### src/rtl/cdb_arbiter.sv
// Common Data Bus producer: per-unit result FIFOs feeding a registered,
// round-robin arbitrated broadcast of one {ROB tag, value} per cycle.
module cdb_arbiter #(
  parameter int NUM_FU      = 4,
  parameter int ROB_TAG_LEN = 4,
  parameter int XLEN        = 32,
  parameter int FIFO_DEPTH  = 2
) (
  input  logic                        clk,
  input  logic                        reset,
  input  logic                        flush,
  input  logic [NUM_FU-1:0]           fu_valid,
  input  logic [NUM_FU*ROB_TAG_LEN-1:0] fu_tag,
  input  logic [NUM_FU*XLEN-1:0]      fu_value,
  output logic [NUM_FU-1:0]           fu_ready,
  output logic                        cdb_valid,
  output logic [ROB_TAG_LEN-1:0]      cdb_rob_tag,
  output logic [XLEN-1:0]             cdb_value,
  output logic [$clog2(NUM_FU)-1:0]   cdb_fu_id,
  output logic                        err_tag0
);

  localparam int FU_W  = $clog2(NUM_FU);
  localparam int PTR_W = $clog2(FIFO_DEPTH);
  localparam int CNT_W = $clog2(FIFO_DEPTH + 1);
  localparam logic [CNT_W-1:0] DEPTH_C = CNT_W'(FIFO_DEPTH);

  logic [ROB_TAG_LEN-1:0] tag_mem [NUM_FU][FIFO_DEPTH];
  logic [XLEN-1:0]        val_mem [NUM_FU][FIFO_DEPTH];
  logic [PTR_W-1:0]       wr_ptr  [NUM_FU];
  logic [PTR_W-1:0]       rd_ptr  [NUM_FU];
  logic [CNT_W-1:0]       count   [NUM_FU];

  logic [FU_W-1:0]   rr;
  logic [FU_W-1:0]   grant_id;
  logic [FU_W-1:0]   cand;
  logic              grant_valid;
  logic [NUM_FU-1:0] accept;
  logic [NUM_FU-1:0] push;
  logic [NUM_FU-1:0] pop;
  logic [NUM_FU-1:0] tag0_hit;

  // Ready deliberately ignores a same-cycle pop to keep it off the arbiter path.
  always_comb begin
    fu_ready = '0;
    accept   = '0;
    push     = '0;
    tag0_hit = '0;
    for (int i = 0; i < NUM_FU; i++) begin
      fu_ready[i] = (count[i] < DEPTH_C) && !flush && !reset;
      accept[i]   = fu_valid[i] && fu_ready[i];
      push[i]     = accept[i] && (fu_tag[i*ROB_TAG_LEN +: ROB_TAG_LEN] != '0);
      tag0_hit[i] = accept[i] && (fu_tag[i*ROB_TAG_LEN +: ROB_TAG_LEN] == '0);
    end
  end

  // Scan from the highest offset down so the closest non-empty unit to rr wins.
  always_comb begin
    grant_valid = 1'b0;
    grant_id    = '0;
    cand        = '0;
    pop         = '0;
    for (int k = NUM_FU - 1; k >= 0; k--) begin
      cand = FU_W'((int'(rr) + k) % NUM_FU);
      if (count[cand] != '0) begin
        grant_valid = 1'b1;
        grant_id    = cand;
      end
    end
    for (int i = 0; i < NUM_FU; i++) begin
      pop[i] = grant_valid && (grant_id == FU_W'(i));
    end
  end

  always_ff @(posedge clk) begin
    for (int i = 0; i < NUM_FU; i++) begin
      if (push[i]) begin
        tag_mem[i][wr_ptr[i]] <= fu_tag[i*ROB_TAG_LEN +: ROB_TAG_LEN];
        val_mem[i][wr_ptr[i]] <= fu_value[i*XLEN +: XLEN];
      end
    end
  end

  always_ff @(posedge clk) begin
    if (reset) begin
      for (int i = 0; i < NUM_FU; i++) begin
        wr_ptr[i] <= '0;
        rd_ptr[i] <= '0;
        count[i]  <= '0;
      end
      rr          <= '0;
      cdb_valid   <= 1'b0;
      cdb_rob_tag <= '0;
      cdb_value   <= '0;
      cdb_fu_id   <= '0;
      err_tag0    <= 1'b0;
    end else if (flush) begin
      for (int i = 0; i < NUM_FU; i++) begin
        wr_ptr[i] <= '0;
        rd_ptr[i] <= '0;
        count[i]  <= '0;
      end
      rr        <= '0;
      cdb_valid <= 1'b0;
    end else begin
      for (int i = 0; i < NUM_FU; i++) begin
        if (push[i]) wr_ptr[i] <= wr_ptr[i] + PTR_W'(1);
        if (pop[i])  rd_ptr[i] <= rd_ptr[i] + PTR_W'(1);
        count[i] <= count[i] + CNT_W'(push[i]) - CNT_W'(pop[i]);
      end
      if (|tag0_hit) err_tag0 <= 1'b1;
      if (grant_valid) begin
        rr          <= FU_W'((int'(grant_id) + 1) % NUM_FU);
        cdb_valid   <= 1'b1;
        cdb_rob_tag <= tag_mem[grant_id][rd_ptr[grant_id]];
        cdb_value   <= val_mem[grant_id][rd_ptr[grant_id]];
        cdb_fu_id   <= grant_id;
      end else begin
        cdb_valid <= 1'b0;
      end
    end
  end

endmodule

### config.mk
export PLATFORM = sky130hd
export DESIGN_NAME = cdb_arbiter
export DESIGN_NICKNAME = d
export VERILOG_FILES = /design/src/rtl/cdb_arbiter.sv
export SDC_FILE = /design/constraint.sdc
export NUM_CORES = 1
export LEC_CHECK = 0
export CORE_AREA = 2 2 181 183
export DETAILED_ROUTE_END_ITERATION = 16
export DIE_AREA = 0 0 183 185
export GPL_TIMING_DRIVEN = 1
export PLACE_DENSITY_LB_ADDON = 0.15
export SLEW_MARGIN = 20
export SYNTH_ARGS = -nofsm -noshare
export SYNTH_HDL_FRONTEND = slang
export SYNTH_SLANG_ARGS = --single-unit
### constraint.sdc
create_clock -name clk -period 11.3 [get_ports clk]
set_input_delay 2.26 -clock clk [delete_from_list [all_inputs] [get_ports clk]]
set_output_delay 2.26 -clock clk [all_outputs]
set_load 0.01 [all_outputs]
# Yosys cells after proc, flatten, opt, wreduce, memory -nomap -nowiden
# Memories as Yosys holds them, arrays and structs flattened. A register that Yosys moved wholly into a read port is not among the register bits.
# Cells that the tools add are included.
[totals]
memories = 5
input_bits = 151
wordCells = 229
output_inout_bits = 44
rom_bits = 0
latchBits = 0
mem_bits_rw = 304
register_bits = 42
[classes]
n_reduce_logical = 47
bitwise_logic = 30
n_mux = 105
div_mod_pow = 0
n_lt_le_gt_ge = 13
n_shift = 0
addsub = 20
mul = 0
eq_ne = 3
[mem_list]
columns = ["name", "words", "word_bits", "read_ports", "rd_clocked_by_memory_dff", "write_ports", "line_no", "rtl"]
rows = [
  ["val_mem", 4, 64, 1, 0, 4, "29", "logic [XLEN-1:0] val_mem [NUM_FU][FIFO_DEPTH];"],
  ["tag_mem", 4, 8, 1, 0, 4, "28", "logic [ROB_TAG_LEN-1:0] tag_mem [NUM_FU][FIFO_DEPTH];"],
  ["count", 4, 2, 8, 1, 4, "32", "logic [CNT_W-1:0] count [NUM_FU];"],
  ["rd_ptr", 4, 1, 5, 0, 4, "31", "logic [PTR_W-1:0] rd_ptr [NUM_FU];"],
  ["wr_ptr", 4, 1, 4, 0, 4, "30", "logic [PTR_W-1:0] wr_ptr [NUM_FU];"],
]
[ops]
columns = ["op", "count"]
rows = [
  ["$mux 64", 4],
  ["$mux 32", 7],
  ["$demux 32 s1", 4],
  ["$mux 1", 61],
  ["$mux 8", 4],
  ["$logic_and 1x1->1", 28],
  ["$mux 2", 14],
  ["$mux 4", 7],
  ["$or 1x1->1", 24],
  ["$demux 4 s1", 4],
  ["$logic_not 4->1", 4],
  ["$reduce_bool 4->1", 4],
  ["$ge 2x2->1 const B", 5],
  ["$not 1->2", 5],
  ["$add 1x1->1 const B", 8],
  ["$add 2x1->2", 4],
  ["$lt 2x1->1 const B", 4],
  ["$lt 2x2->1 const B", 4],
  ["$reduce_bool 2->1", 4],
  ["$sub 2x1->2", 4],
  ["$add 2x1->2 const B", 2],
  ["$add 2x2->2 const B", 2],
  ["$eq 2x2->1 const B", 2],
  ["$reduce_and 2->1", 2],
  ["other kinds (6)", 7],
]

# Depth between registers and ports, before layout
# Gate-level depths: netlist of run 1.
# An unclocked memory read counts as a cell.
[depth]
word_depth = 14
ltp_mapped = 16
depth_no_buf = 14

# Worst setup path after synthesis of run 1
# OpenSTA, ideal clock, no wires.
[synth_path]
kind = "input -> register"
from = "input port reset"
to = "memory tag_mem[2][4] (netlist name) (enable)"
path_stages = 6
required_time_ns = 10.823
arrival_time_ns = 5.697
slack_ns = 5.126
setup_ns = 0.477
path_buffers = 2
path_cell_list = "clkbuf_1 > or2_2 > clkbuf_1 > nor2_1 > nand2_1 > nor3_1"
[synth_rtl]
columns = ["element", "line_no", "rtl"]
rows = [
  ["start: declaration", "10", "input logic reset,"],
  ["end: declaration", "28", ""],
]

# Worst setup path in the final report of run 1
[layout_path]
from = "input port reset"
to = "output port fu_ready[1]"
[layout_via]
elab_chain_cells = 2
[layout_rtl]
columns = ["element", "line_no", "rtl"]
rows = [
  ["$logic_not 1->1", "50", "fu_ready[i] = (count[i] < DEPTH_C) && !flush && !reset;"],
  ["$logic_and 1x1->1", "50", ""],
  ["end: declaration", "15", "output logic [NUM_FU-1:0] fu_ready,"],
]
# No other way between the ends.

==> metrics, run 1 <==
HP Start cdb_fu_id[0]$_SDFFE_PP0P_; Final Critical Period 6.32 ns; clock slew seen by the registers of the worst setup and hold paths about 0.06 ns; worst min path class reg2reg; Worst Reg2Reg Path Length in Cells 14; Max VDD drop 0.000240 V; CP required 9.04 ns; setup TNS 0 ns; clock root buffer clkbuf_16; Post-synth EDFFs 300; RSZ-0062 raised after global routing no; Initial Util 44.4%; vias in the first global route 8108; Period Utilization, post-route 55.9%; r2r setup slk 7.34 ns; Sink Count 348; Routed Antenna Nets 0; antenna violations before repair 2; via total after detailed routing roughly 7700; nets between 1000 and 1500; synthesized netlist cell count ~830; FMAX around 160 MHz; cts bufs inserted 38; cell row count 66; RR Startpoint count[3][1]$_SDFFCE_PN0P_; total congestion overflow 0; CP Launch Type input port; critical setup path kind in2out; clk_lat worst skew 0.52 ns; WHS Endpoint cdb_fu_id[0]$_SDFFE_PP0P_; CP Capture Type output port; Yosys top cell area share between 60 and 70%; pwr dens 246 mW/mm2; CTS tree done; most instantiated cells after synthesis edfxtp_1 (300), mux2i_1 (145), mux2_2 (72); H-tree depth 2; die area between 0.03 and 0.04 mm2; Hold Path Stages 2; share of layout cells above drive strength 1 18.7%; average cell area after synthesis 17.2 um2; Pre-Repair DR Iteration Count 5; Slew Limit Fails 0; Worst R2R End count[0][1]$_SDFFCE_PN0P_; met1 wire length 14500 um; final setup vio count 0; buffer depth of the longest clock path 3; top layer in use met4; met3 wire length 1440 um; crit-path max FO 14; CTS resizes 0; largest net degree at the start of global routing 86; total of max-cap violations 0; Layout area overhead 25.0%; Hold Vio Cnt, Final 0; gr usage total 19.1%; DRC viols 0; # port buffers 194; Rel. slew slack approximately 30%; die height 185 um; Synth area leader edfxtp_1; Post-CTS Setup Inserts 0; core footprint 0.0320 mm2; dominant synthesized flop cell edfxtp_1; total power draw 4.37 mW; Via density 5.23; Die Wd 183 um; final RePlAce weighted congestion 0.753; I/O pins approximately 200; first-pass GRT wire length 47700 um; Post-CTS Hold Fix Bufs 0; Lkg Pwr 6.57 nW; Post-DP HPWL 19900 um; outcome complete, no violations; register area share after synthesis 70.1%; Async SR Flop Fraction 0%; Yosys reg bits between 300 and 400; routed len/inst ~22 um; Unique masters post-synth 48; Worst Skew roughly 0.021 ns; DRT Wirelength approximately 33000 um; Worst EP arrival ~4.1 ns; Synth warnings 0; Post-Syn Area 0.0142 mm2; count leader, synth edfxtp_1; ranking of synthesized cells by area edfxtp_1 (63%), mux2i_1 (10%), dfxtp_1 (6.8%), mux2_2 (5.7%), a221oi_2 (3.8%); routed wl met2 15900 um; 1st-iter DRT viols around 540; Worst-Margin Slew 1.04 ns
critical path, cell delays in order:
cell and delay [ns]:
clkdlybuf4s50_1 0.50, or2_2 0.48, nor2_1 0.23, clkdlybuf4s50_1 0.58
worst max path at each step:
stage / from / end / slack, ns / cells past startpoint
6_report: reset / fu_ready[1] / 4.98 / 4
5_1_grt: reset / fu_ready[1] / 4.86 / 4
4_1_cts: reset / fu_ready[1] / 4.98 / 4
3_5_place_dp: reset / fu_ready[1] / 4.99 / 4
3_3_place_gp: reset / fu_ready[0] / 5.03 / 4
2_1_floorplan: reset / tag_mem[2][4]$_DFFE_PP_ / 5.13 / 6
logic make-up after synthesis:
logic type	Yosys count	share of synthesized area (%)
adders and majority gates	12	1.06
xor gates and xnor gates	9	0.554
muxes	217	15.9
and+or+nand+nor	87	3.11
other	1	0.0264
AOI/OAI and AO/OA	93	6.18
buffers and inverters	61	3.09
DFF	348	70.1
where the power goes:
group | leakage [nW] | switching [mW] | internal, mW
Clock | 0.616 | 0.475 | 0.755
Combinational | 2.82 | 0.810 | 0.763
Sequential | 3.13 | 0.0650 | 1.50
through the flow:
stage	std cells	worst slack (ns)	hold WS [ns]	util [%]	instance area [um2]
2_1_floorplan	833	5.13	0.481	-	14200
3_3_place_gp	1408	5.03	0.468	51.5	16500
3_5_place_dp	1408	4.99	0.458	51.5	16500
4_1_cts	1476	4.98	0.480	55.4	17700
5_1_grt	1479	4.86	0.530	55.5	17800
6_report	1479	4.98	0.479	55.5	17800
routing by layer:
layer  vias up  track usage (%)
met5         -                0
met3        50             3.07
met1      3834             25.5
li1       3649                -
met4         0             5.66
met2       202             32.5
layout make-up:
class | instances | area (um2)
Antenna cell | 2 | 5.00
Inverter | 19 | 78.8
Clock inverter | 16 | 176
Timing Repair Buffer | 210 | 2080
Clock buffer | 52 | 1070
Fill cell | 2554 | 14300
Sequential cell | 348 | 9970
Multi-Input combinational cell | 424 | 3880
Tap cell | 408 | 510
flip-flops by register name, summed over array words and instances (netlist names), named ones only:
register     flops
val_mem        256
cdb_value       32
tag_mem         32
count            8
cdb_rob_tag      4
rd_ptr           4
wr_ptr           4
cdb_fu_id        2
rr               2
cdb_valid        1
err_tag0         1
placed cells by master (no fill, tap or decap), types with 17 or more instances in the layout:
| cell | instances |
|---|---|
| clkbuf_16 | 39 |
| a221oi_2 | 36 |
| edfxtp_1 | 300 |
| inv_1 | 17 |
| clkdlybuf4s50_1 | 194 |
| mux2_2 | 72 |
| o21ai_0 | 39 |
| dfxtp_1 | 48 |
| nor2_1 | 25 |
| mux2i_1 | 145 |
No activity file was read; power rests on OpenSTA's default activity.
==> inputs of run 2 (changes only) <==
clock period = 6.23 ns   (was 11.3 ns; I/O delays follow)
==> run 2 against run 1 <==
Against the previous run:
- worst setup slack lost 3.0 ns
- clock skew down 0.0070 ns
- wire length up 0.44%
- combinational power grew 80%
- design area fell by 0.94%
- register-to-register slack worse by 5.2 ns
- sequential cell count unchanged
- sequential share of layout area is 0.53 points higher
- sequential power up 82%
- critical path depth is the same
- non-clock buffer count is 3 lower
- critical endpoint is now fu_ready[0]
==> metrics, run 2 (same netlist as run 1, synthesis figures left out) <==
outcome complete, no violations; worst min path class reg2reg; setup TNS 0 ns; max reg flops roughly 260; clk_lat worst skew about 0.5 ns; crit path cell chain clkdlybuf4s50_1 -> or2_2 -> nor2_1 -> clkdlybuf4s50_1; Net Sw Frac 31.7%; die area 0.0339 mm2; CP required 4.98 ns; final RePlAce weighted congestion around 0.76; largest net degree at the start of global routing between 100 and 150; Via density 5.24; DRT Wirelength ~33000 um; critical setup path kind in2out; CP top delay family buffers and inverters; FMAX 234 MHz; Slew Limit Fails 0; filler instances 2570; CTS resizes 0; pwr dens 438 mW/mm2; Period Utilization, post-route 68.5%; part of the power in registers 36.9%; H-tree depth 2; Worst EP arrival 3.02 ns; diode count 0; final setup vio count 0; Post-Layout Inst Area 0.0176 mm2; total congestion overflow 0; Worst Skew 0.0143 ns; via total after detailed routing approximately 7700; Lkg Pwr 6.47 nW; first-pass GRT wire length 47700 um; antenna violations before repair 1; Max VDD drop approximately 0.00046 V; Int Pwr 5.27 mW; Pre-Repair DR Iteration Count 7; share of layout cells above drive strength 1 18.2%; WP buf/inv 2; Clk pwr share 26.3%; CP Launch Type input port; Initial Util 44.4%; Post-DP HPWL a little over 20000 um; gr usage total between 10% and 20%; Critical Path Slowest Stage Cell clkdlybuf4s50_1; # port buffers just under 200; die height 185 um; clock slew seen by the registers of the worst setup and hold paths 0.05 ns; clock root buffer clkbuf_16; Hold WS 0.476 ns; nets 1200; most common cell after layout, fill and taps aside edfxtp_1; buffer depth of the longest clock path 3; Rel. slew slack 21.2%; total of max-cap violations 0; cell row count between 60 and 70; 1st-iter DRT viols 428; Comb power frac approximately 37%; routed len/inst 22.3 um; Layout area overhead 23.8%; most frequent cells in the layout edfxtp_1 (300), clkdlybuf4s50_1 (194), mux2i_1 (145); cell total after placement roughly 1400; Hold Vio Cnt, Final 0; vias in the first global route slightly below 8000; Switch Pwr about 2.4 mW; I/O pins 195; Post-CTS Hold Fix Bufs 0; Post-CTS Setup Inserts 0; crit-path max FO 14; DRC viols 0; Most common cell on crit path clkdlybuf4s50_1; total placed instance area 0.0165 mm2; RSZ-0062 raised after global routing no; CTS tree done; cts bufs inserted 37; CP Capture Type output port; Sink Count 348; fin cells 1471; Die Wd about 180 um; core footprint 0.0320 mm2; Worst-Margin Slew 1.17 ns; Routed Antenna Nets 0; Final Critical Period 4.27 ns; Crit path largest cell delay 0.58 ns; total power draw 7.71 mW
-- run 2: cell types whose count changed in the layout (fill, tap and decap cells not counted), moves of 3 or more --
| cell | before | now |
|---|---|---|
| clkbuf_1 | 8 | 12 |
| buf_4 | 15 | 12 |
| bufinv_16 | 4 | 1 |
| clkinv_1 | 6 | 3 |
| clkinvlp_4 | 0 | 3 |
-- run 2: cell type report --
| class | count | area (um2) | area share [%] |
|---|---|---|---|
| clock buffer | 52 | 1010 | 5.75 |
| tap | 408 | 510 | 2.90 |
| clock inverter | 13 | 105 | 0.597 |
| timing repair buffer | 207 | 2050 | 11.7 |
| inverter | 19 | 78.8 | 0.448 |
| sequential | 348 | 9970 | 56.6 |
| multi-input combinational | 424 | 3880 | 22.0 |
-- run 2: final timing paths --
path / from / end / slack (ns) / depth (start not counted)
worst max-delay path: reset / fu_ready[0] / 1.96 / 4
worst min-delay path: cdb_fu_id[0]$_SDFFE_PP0P_ / cdb_fu_id[0]$_SDFFE_PP0P_ / 0.48 / 2
worst max register to register: count[1][1]$_SDFFCE_PN0P_ / cdb_value[29]$_SDFFE_PP0P_ / 2.18 / 9
worst min register to register: cdb_fu_id[0]$_SDFFE_PP0P_ / cdb_fu_id[0]$_SDFFE_PP0P_ / 0.48 / 2
-- run 2: stage by stage --
step	worst slack, ns	util, %
after floorplan	1.07	-
after global placement	1.96	51.4
after detailed placement	1.95	51.4
after CTS	1.94	54.9
after global routing	1.84	55.0
final	1.96	55.0
-- run 2: power groups by stage --
| stage | logic (mW) | registers, mW | clock network, mW |
|---|---|---|---|
| after floorplan | 2.27 | 2.90 | 0 |
| after global placement | 2.83 | 2.90 | 0 |
| after detailed placement | 2.86 | 2.90 | 0 |
| after CTS | 2.86 | 2.85 | 2.07 |
| after global routing | 3.05 | 2.87 | 2.16 |
| final | 2.83 | 2.85 | 2.03 |
-- run 2: tightest hold or removal path, cell delays in order, from the launching register on --
cell and delay (ns):
dfxtp_1 0.32, nand2_1 0.06, a21oi_1 0.05
-- run 2: routing by layer --
layer  global-route usage, %  wire, um  part of all wire (%)  up-vias
met5                       0         0                     0        -
met4                    4.35       468                   1.4        0
met3                    3.01      1590                   4.9       35
met2                    32.1     16000                    49      195
met1                    26.4     14700                    45     3846
li1                        -         -                     -     3637
==> inputs of run 3 (changes only) <==
clock period = 4 ns   (was 6.23 ns; I/O delays follow)
==> run 3 against run 2 <==
Against the previous run:
- total power increased by 61%
- sequential share of layout area decreased by 0.96 points
- critical endpoint unchanged
- utilization increased by 0.95 points
==> metrics, run 3 (same netlist as run 1, synthesis figures left out) <==
pwr dens 693 mW/mm2; Max VDD drop 0.000722 V; antenna violations before repair 2; fin cells 1490; CP Capture Type output port; worst min path class reg2reg; via total after detailed routing 7874; Post-CTS Hold Fix Bufs 0; FMAX 284 MHz; die height 185 um; Setup WS post-layout 0.477 ns; core footprint 0.0320 mm2; H-tree depth 2; CP required 3.20 ns; Lkg Pwr 6.63 nW; Sink Count ~350; DRC viols 0; nets 1214; most frequent cells in the layout edfxtp_1 (300), clkdlybuf4s50_1 (194), mux2i_1 (145); RSZ-0062 raised after global routing no; Final Critical Period 3.52 ns; crit-path max FO 14; filler instances 2551; # port buffers 194; total congestion overflow 0; most common cell after layout, fill and taps aside edfxtp_1; clk_lat worst skew 0.51 ns; DRT Wirelength around 34000 um; vias in the first global route just over 8000; gr usage total 20.0%; Worst-Margin Slew 0.901 ns; I/O pins 195; Worst EP arrival approximately 2.7 ns; share of layout cells above drive strength 1 19.8%; crit path cell chain clkdlybuf4s50_1 -> or2_2 -> nor2_1 -> clkdlybuf4s50_1; largest net degree at the start of global routing 77; dpl ws 0.454 ns; first-pass GRT wire length 50000 um; Slew Limit Fails 0; Via density 5.28; max reg flops ~260; Int Pwr 8.55 mW; Rel. slew slack 39.9%; Initial Util 44.4%; Critical Path Slowest Stage Cell clkdlybuf4s50_1; post-layout util 55.9%; cell total after placement ~1400; part of the power in registers 35.7%; Post-CTS Setup Inserts 0; final setup vio count 0; Layout area overhead 25.9%; Post-DP HPWL around 22000 um; CP Launch Type input port; critical setup path kind in2out; Switch Pwr 3.87 mW; final RePlAce weighted congestion ~0.87; Crit path largest cell delay 0.60 ns; cts bufs inserted 38; Clk pwr share 28.0%; Worst Skew 0.00967 ns; Pre-Repair DR Iteration Count 5; Hold Vio Cnt, Final 0; routed len/inst 22.8 um; CTS tree done; clock slew seen by the registers of the worst setup and hold paths 0.06 ns; clock root buffer clkbuf_16; die area 0.0339 mm2; total of max-cap violations 0; cell row count 66; setup TNS 0 ns; Most common cell on crit path clkdlybuf4s50_1; Die Wd 183 um; CTS resizes 0; Period Utilization, post-route roughly 90%; Net Sw Frac between 30% and 40%; Comb power frac 36.3%; 1st-iter DRT viols 550; Routed Antenna Nets 0; outcome complete, no violations; Hold WS 0.462 ns; buffer depth of the longest clock path 3
run 3: worst max-delay path: cells and delay by family:
kind,cells,cell delay (ns)
simple gates,2,0.79
buf+inv,2,1.12
run 3: per-layer routing:
layer / vias up / wire (um) / global-route usage, % / share of wire, %
li1: 3667 / - / - / -
met1: 3935 / 15600 / 27.7 / 46
met2: 228 / 16200 / 33.1 / 48
met3: 44 / 1590 / 3.22 / 4.7
met4: 0 / 681 / 5.25 / 2.0
met5: - / 0 / 0 / 0
run 3: final timing paths:
path                                                 from                        end  slack (ns)  cells after the start
worst max register to register  count[3][0]$_SDFFCE_PN0P_  count[1][1]$_SDFFCE_PN0P_        0.59                     14
worst max-delay path                                reset                fu_ready[0]        0.48                      4
worst min-delay path            cdb_fu_id[0]$_SDFFE_PP0P_  cdb_fu_id[0]$_SDFFE_PP0P_        0.46                      2
worst min register to register  cdb_fu_id[0]$_SDFFE_PP0P_  cdb_fu_id[0]$_SDFFE_PP0P_        0.46                      2
run 3: cell type report:
type	instances	area (um2)	share of cell area, %
multi-input combinational	424	3880	21.7
timing repair buffer	220	2210	12.3
sequential	348	9970	55.7
clock inverter	11	136	0.761
inverter	19	78.8	0.440
antenna	2	5.00	0.0279
tap	408	510	2.85
clock buffer	58	1120	6.24
run 3: per-stage QoR:
stage | area [um2] | power, mW
6_report | 17900 | 12.4
5_1_grt | 17900 | 13.0
4_1_cts | 17900 | 12.5
3_5_place_dp | 16700 | 9.04
3_3_place_gp | 16700 | 9.02
2_1_floorplan | 14200 | 8.06
run 3: power by group through the flow:
| stage | clock network (mW) | logic, mW | registers [mW] |
|---|---|---|---|
| 2_1_floorplan | 0 | 3.54 | 4.52 |
| 3_3_place_gp | 0 | 4.51 | 4.51 |
| 3_5_place_dp | 0 | 4.54 | 4.50 |
| 4_1_cts | 3.54 | 4.56 | 4.43 |
| 5_1_grt | 3.69 | 4.86 | 4.46 |
| 6_report | 3.48 | 4.51 | 4.43 |
==> variant 1: new RTL, config.mk and constraints of run 2 <==
Set the parameter `ROB_TAG_LEN` to 2 (it was 4).
--- a/src/rtl/cdb_arbiter.sv
+++ b/src/rtl/cdb_arbiter.sv
@@ -2,7 +2,7 @@
 // round-robin arbitrated broadcast of one {ROB tag, value} per cycle.
 module cdb_arbiter #(
   parameter int NUM_FU      = 4,
-  parameter int ROB_TAG_LEN = 4,
+  parameter int ROB_TAG_LEN = 2,
   parameter int XLEN        = 32,
   parameter int FIFO_DEPTH  = 2
 ) (
Ports: changed (resized cdb_rob_tag and fu_tag); port bits go from 195 to 185. No check against the original RTL was run, so the function may have changed too.
==> variant 1 against run 2 <==
Power shrank 13%; final cell count grew 1.1%; fmax shrank 0.98%; largest cell class unchanged; setup slack lost 0.042 ns; critical path type unchanged; critical endpoint unchanged; sequential cell count shrank 18; count of clock-buffer cells in the layout shrank 6; global-route usage shrank 0.72 points; synthesized area shrank 7.9%; critical path depth is the same; wire length shrank 3.9%; final area shrank 6.4%.
==> variant 1: results (changes against run 2) <==
outcome completed; Adder-Cell Fraction of Synth Area 1.146% (+0.090 points); layout cells sized above 1 10.75% (-7.4 points); initial antenna violation count 0 (-1); Synth area leaders edfxtp_1 (65%), dfxtp_1 (7.0%), mux2i_1 (5.3%); DR WL met2 15.24 mm (-4.7%); Worst EP arrival 3.07 ns (+0.05 ns); # port buffers 184 (-5.2%); Critical R2R Capture cdb_value[18]; Iter 0 DRT Violations 568 (+33%); max reg flops 256 (unchanged); Reg-to-Reg Start count[3][1]; worst hold endpoint wr_ptr[2]; # fillers 2703 (+5.2%); met3 Resource Use GR 3.008% (unchanged); Worst Setup SP reset; hold path start wr_ptr[2]; grt met1 use 24.81% (-1.6 points); vias per cell 5.202 (-0.78%); Final Skew 0.01039 ns (-0.003908 ns); leakage 0.005995 uW (-7.4%); Seq/Total Area, Yosys 72.12% (+2.0 points); Worst VDD drop 256.9 uV (-45%); proportion of synthesized area in mux cells 8.614% (-7.3 points); WHS 0.4715 ns (-0.004711 ns); Final Max Slew Viols 0 (unchanged); EDFF count, synth 284 (-5.3%); Final Instance Area 16480 um2 (-6.4%); Post-Place Cells 1422 (+1.2%); met2 usage 31.02% (-1.1 points); Distinct cells, synth 42 (-13%); maximum clock rate 231.9 MHz (-0.98%); Post-Layout Cell Count 1487 (+1.1%); GRT Util Overall 18.42% (-0.72 points); Compound-Gate Fraction of Synth Area 9.942% (+3.8 points); pre-CTS worst setup slack 1.881 ns (-0.06492 ns); Reg2Reg Setup Slack 2.16 ns (-0.02 ns); Post-synth top cells edfxtp_1 (284), nand2_1 (86), a21oi_1 (73); met3 WL 1.805 mm (+14%); Post-Place Cell Area 15360 um2 (-6.7%); Post-CTS Setup Inserts 0 (unchanged); DR pass1 iterations 5 (-2); Detailed Place HPWL 19.88 mm (-4.3%); placer congestion estimate 0.7581 (-0.16%); DR top layer met4; Rel. slew slack 32.22% (+11 points); Post-Synth XOR/XNOR Area 0.6017% (+0.047 points); Routed WL 31.49 mm (-3.9%); Syn Area/Cell 15.09 um2 (-12%); Metal-1 WL 13.80 mm (-6.2%); nets 1208 (+0.67%); global-route wire length before repair 46.10 mm (-3.5%); largest net degree at the start of global routing 88 (-15%)
## variant 1: cell types whose count changed in the layout (fill, tap and decap cells not counted), sizes merged, moves of 35 or more
| cell | delta |
|---|---|
| nand2 | +70 |
| mux2 | -38 |
| mux2i | -75 |
| a22o | +35 |
| a221oi | -36 |
| a21oi | +68 |
| a22oi | +68 |
| o21ai | -38 |
## variant 1: layout make-up
| class | instances | area share (%) |
|---|---|---|
| flip-flops and latches | 330 | 57.33 |
| multi-input cells | 471 | 20.40 |
| repair buffers | 196 | 11.96 |
| clock buffers | 46 | 6.012 |
| well taps | 408 | 3.097 |
| clock inverters | 19 | 0.7819 |
| inverters | 17 | 0.4175 |
## variant 1: power breakdown
part           internal, uW  leakage (uW)  switching [uW]
combinational           990       0.00249            1110
sequential             2550       0.00297            92.3
clock                  1170      0.000537             832
## variant 1: critical path, cell delays in order
cell	delay (ns)
clkdlybuf4s50_1	0.53
or2_2	0.48
nor2_1	0.23
clkdlybuf4s50_1	0.58
==> variant 2: new RTL, config.mk and constraints of run 2 <==
Without the edit above. Make the reset (`reset`) asynchronous in one clocked block.
--- a/src/rtl/cdb_arbiter.sv
+++ b/src/rtl/cdb_arbiter.sv
@@ -81,7 +81,7 @@
     end
   end
 
-  always_ff @(posedge clk) begin
+  always_ff @(posedge clk or posedge reset) begin
     if (reset) begin
       for (int i = 0; i < NUM_FU; i++) begin
         wr_ptr[i] <= '0;
Function: differs if reset is asserted again (counterexample within 4 cycles, from zero or initial values and one cycle with reset high); with reset held inactive, the same outputs for 4 cycles.
==> variant 2 against run 2 <==
Final cell count is 7.3% higher; final area is 0.51% lower; setup slack worse by 0.32 ns; wire length is 11% higher; largest power group is now combinational logic; power is 14% higher; combinational power is 29% higher; synthesized area is 1.9% lower; core utilization is 0.28 points lower; sequential cell count is 2 lower; critical endpoint unchanged.
==> variant 2: results (changes against run 2) <==
DR pass1 iterations 5 (-2); Detailed Place HPWL 22.71 mm (+9.3%); # port buffers 194 (unchanged); critical path fanouts, max 23 (+9); GRT Util Overall 21.74% (+2.6 points); slowest cell on the critical path clkdlybuf4s50_1; initial antenna violation count 1 (unchanged); Synth area leaders edfxtp_1 (62%), dfrtp_1 (10%), a311o_1 (4.7%); Worst VDD drop 502.4 uV (+8.4%); Async SR Flop Fraction 16.76% (+17 points); global-route wire length before repair 55.16 mm (+16%); Worst-Skew Late Latency 0.52 ns; outcome completed; Seq/Total Area, Yosys 72.38% (+2.3 points); placer congestion estimate 0.7800 (+2.7%); Via Count 9100 (+18%); Final Skew 0.01986 ns (+0.005569 ns); Post-CTS Setup Inserts 0 (unchanged); Crit path largest cell delay 0.90 ns (+0.32 ns); Post-Layout Cell Count 1579 (+7.3%); # fillers 2611 (+1.6%); Iter 0 DRT Violations 764 (+79%); Warnings, synthesis 0 (unchanged); nets 1301 (+8.4%); cts repair resizes 0 (unchanged); largest net degree at the start of global routing 88 (-15%); clk buf depth 3 (unchanged); Distinct cells, synth 43 (-10%); Routed WL 36.36 mm (+11%); Worst EP arrival 3.35 ns (+0.33 ns); Synth Net Count 1131; Post-Place Cells 1511 (+7.5%); root buf cell clkbuf_16; EDFF count, synth 288 (-4.0%); layout cells sized above 1 8.632% (-9.5 points); H-tree depth 2 (unchanged); Syn Area/Cell 14.36 um2 (-16%); number of global-route vias before repair 9257 (+18%); max reg flops 256 (unchanged); leakage 0.006129 uW (-5.3%); Post-Place Cell Area 16270 um2 (-1.2%); Tightest Pin Transition 1.063 ns (-0.1087 ns); Post-synth top cells edfxtp_1 (288), nand3_1 (75), a211oi_1 (73), nand2_1 (73), and3_1 (72); clock slew at reported path FFs 0.06 ns; pre-CTS worst setup slack 1.608 ns (-0.3370 ns); Worst Hold Class flop to flop
## variant 2: cell count changes after synthesis, moves of 39 or more
cell             run 2  this run
a211oi_1             2        73
mux2_2              72         2
o21ai_0             39         0
nand2_1             16        73
nand3_1              6        75
and3_1               1        72
clkbuf_1            13        62
dfrtp_1              0        58
a311o_1              0        66
dfxtp_1             48         0
mux2i_1            145         0
## variant 2: power breakdown
part           internal (uW)  total, uW  switching [uW]
clock                   1370       2240             872
combinational           1440       3650            2210
sequential              2750       2890             141
## variant 2: final timing paths
path | start | to | slack (ns) | cells past startpoint
worst min-delay path | cdb_fu_id[0] | cdb_fu_id[0] | 0.51 | 1
worst max-delay path | flush | fu_ready[0] | 1.64 | 3
worst max register to register | count[5] | count[1] | 2.27 | 12
max in group asynchronous | reset | cdb_value[7] | 4.07 | 3
worst min register to register | cdb_fu_id[0] | cdb_fu_id[0] | 0.51 | 1
min in group asynchronous | reset | count[3] | 1.22 | 2
## variant 2: logic make-up after synthesis
logic type,synth area share (%)
flip-flops,72.38
AND/OR/NAND/NOR,10.92
AO/OA/AOI/OAI,11.94
buffers and inverters,2.878
XOR/XNOR,1.004
adder cells (fa/ha/maj),0.7174
multiplexers,0.1614
## variant 2: area by class of cell
cell class	count	area share, %
diodes	1	0.01428
clock buffers	47	5.614
clock inverters	20	1.486
inverters	9	0.2000
multi-input cells	536	20.26
flip-flops and latches	346	57.65
well taps	408	2.914
repair buffers	212	11.86
## variant 2: through the flow
| step | utilization (%) | hold slack (ns) |
|---|---|---|
| floorplan | - | 0.5038 |
| global placement | 50.78 | 0.4993 |
| detailed placement | 50.78 | 0.4945 |
| CTS | 54.67 | 0.5084 |
| global route | 54.67 | 0.5547 |
| finish | 54.67 | 0.5090 |
## variant 2: layer usage
metal  wire [um]  vias to the layer above  track usage (%)
li1            -                     4164                -
met1       15770                     4548            29.90
met2       17360                      323            35.68
met3        2381                       63            3.854
met4         838                        2            6.336
met5          12                        -                0
## variant 2: worst max-delay path: cells and delay by family
| kind | cells | cell delay [ns] |
|---|---|---|
| buffers and inverters | 2 | 1.52 |
| AND/OR/NAND/NOR | 1 | 0.57 |
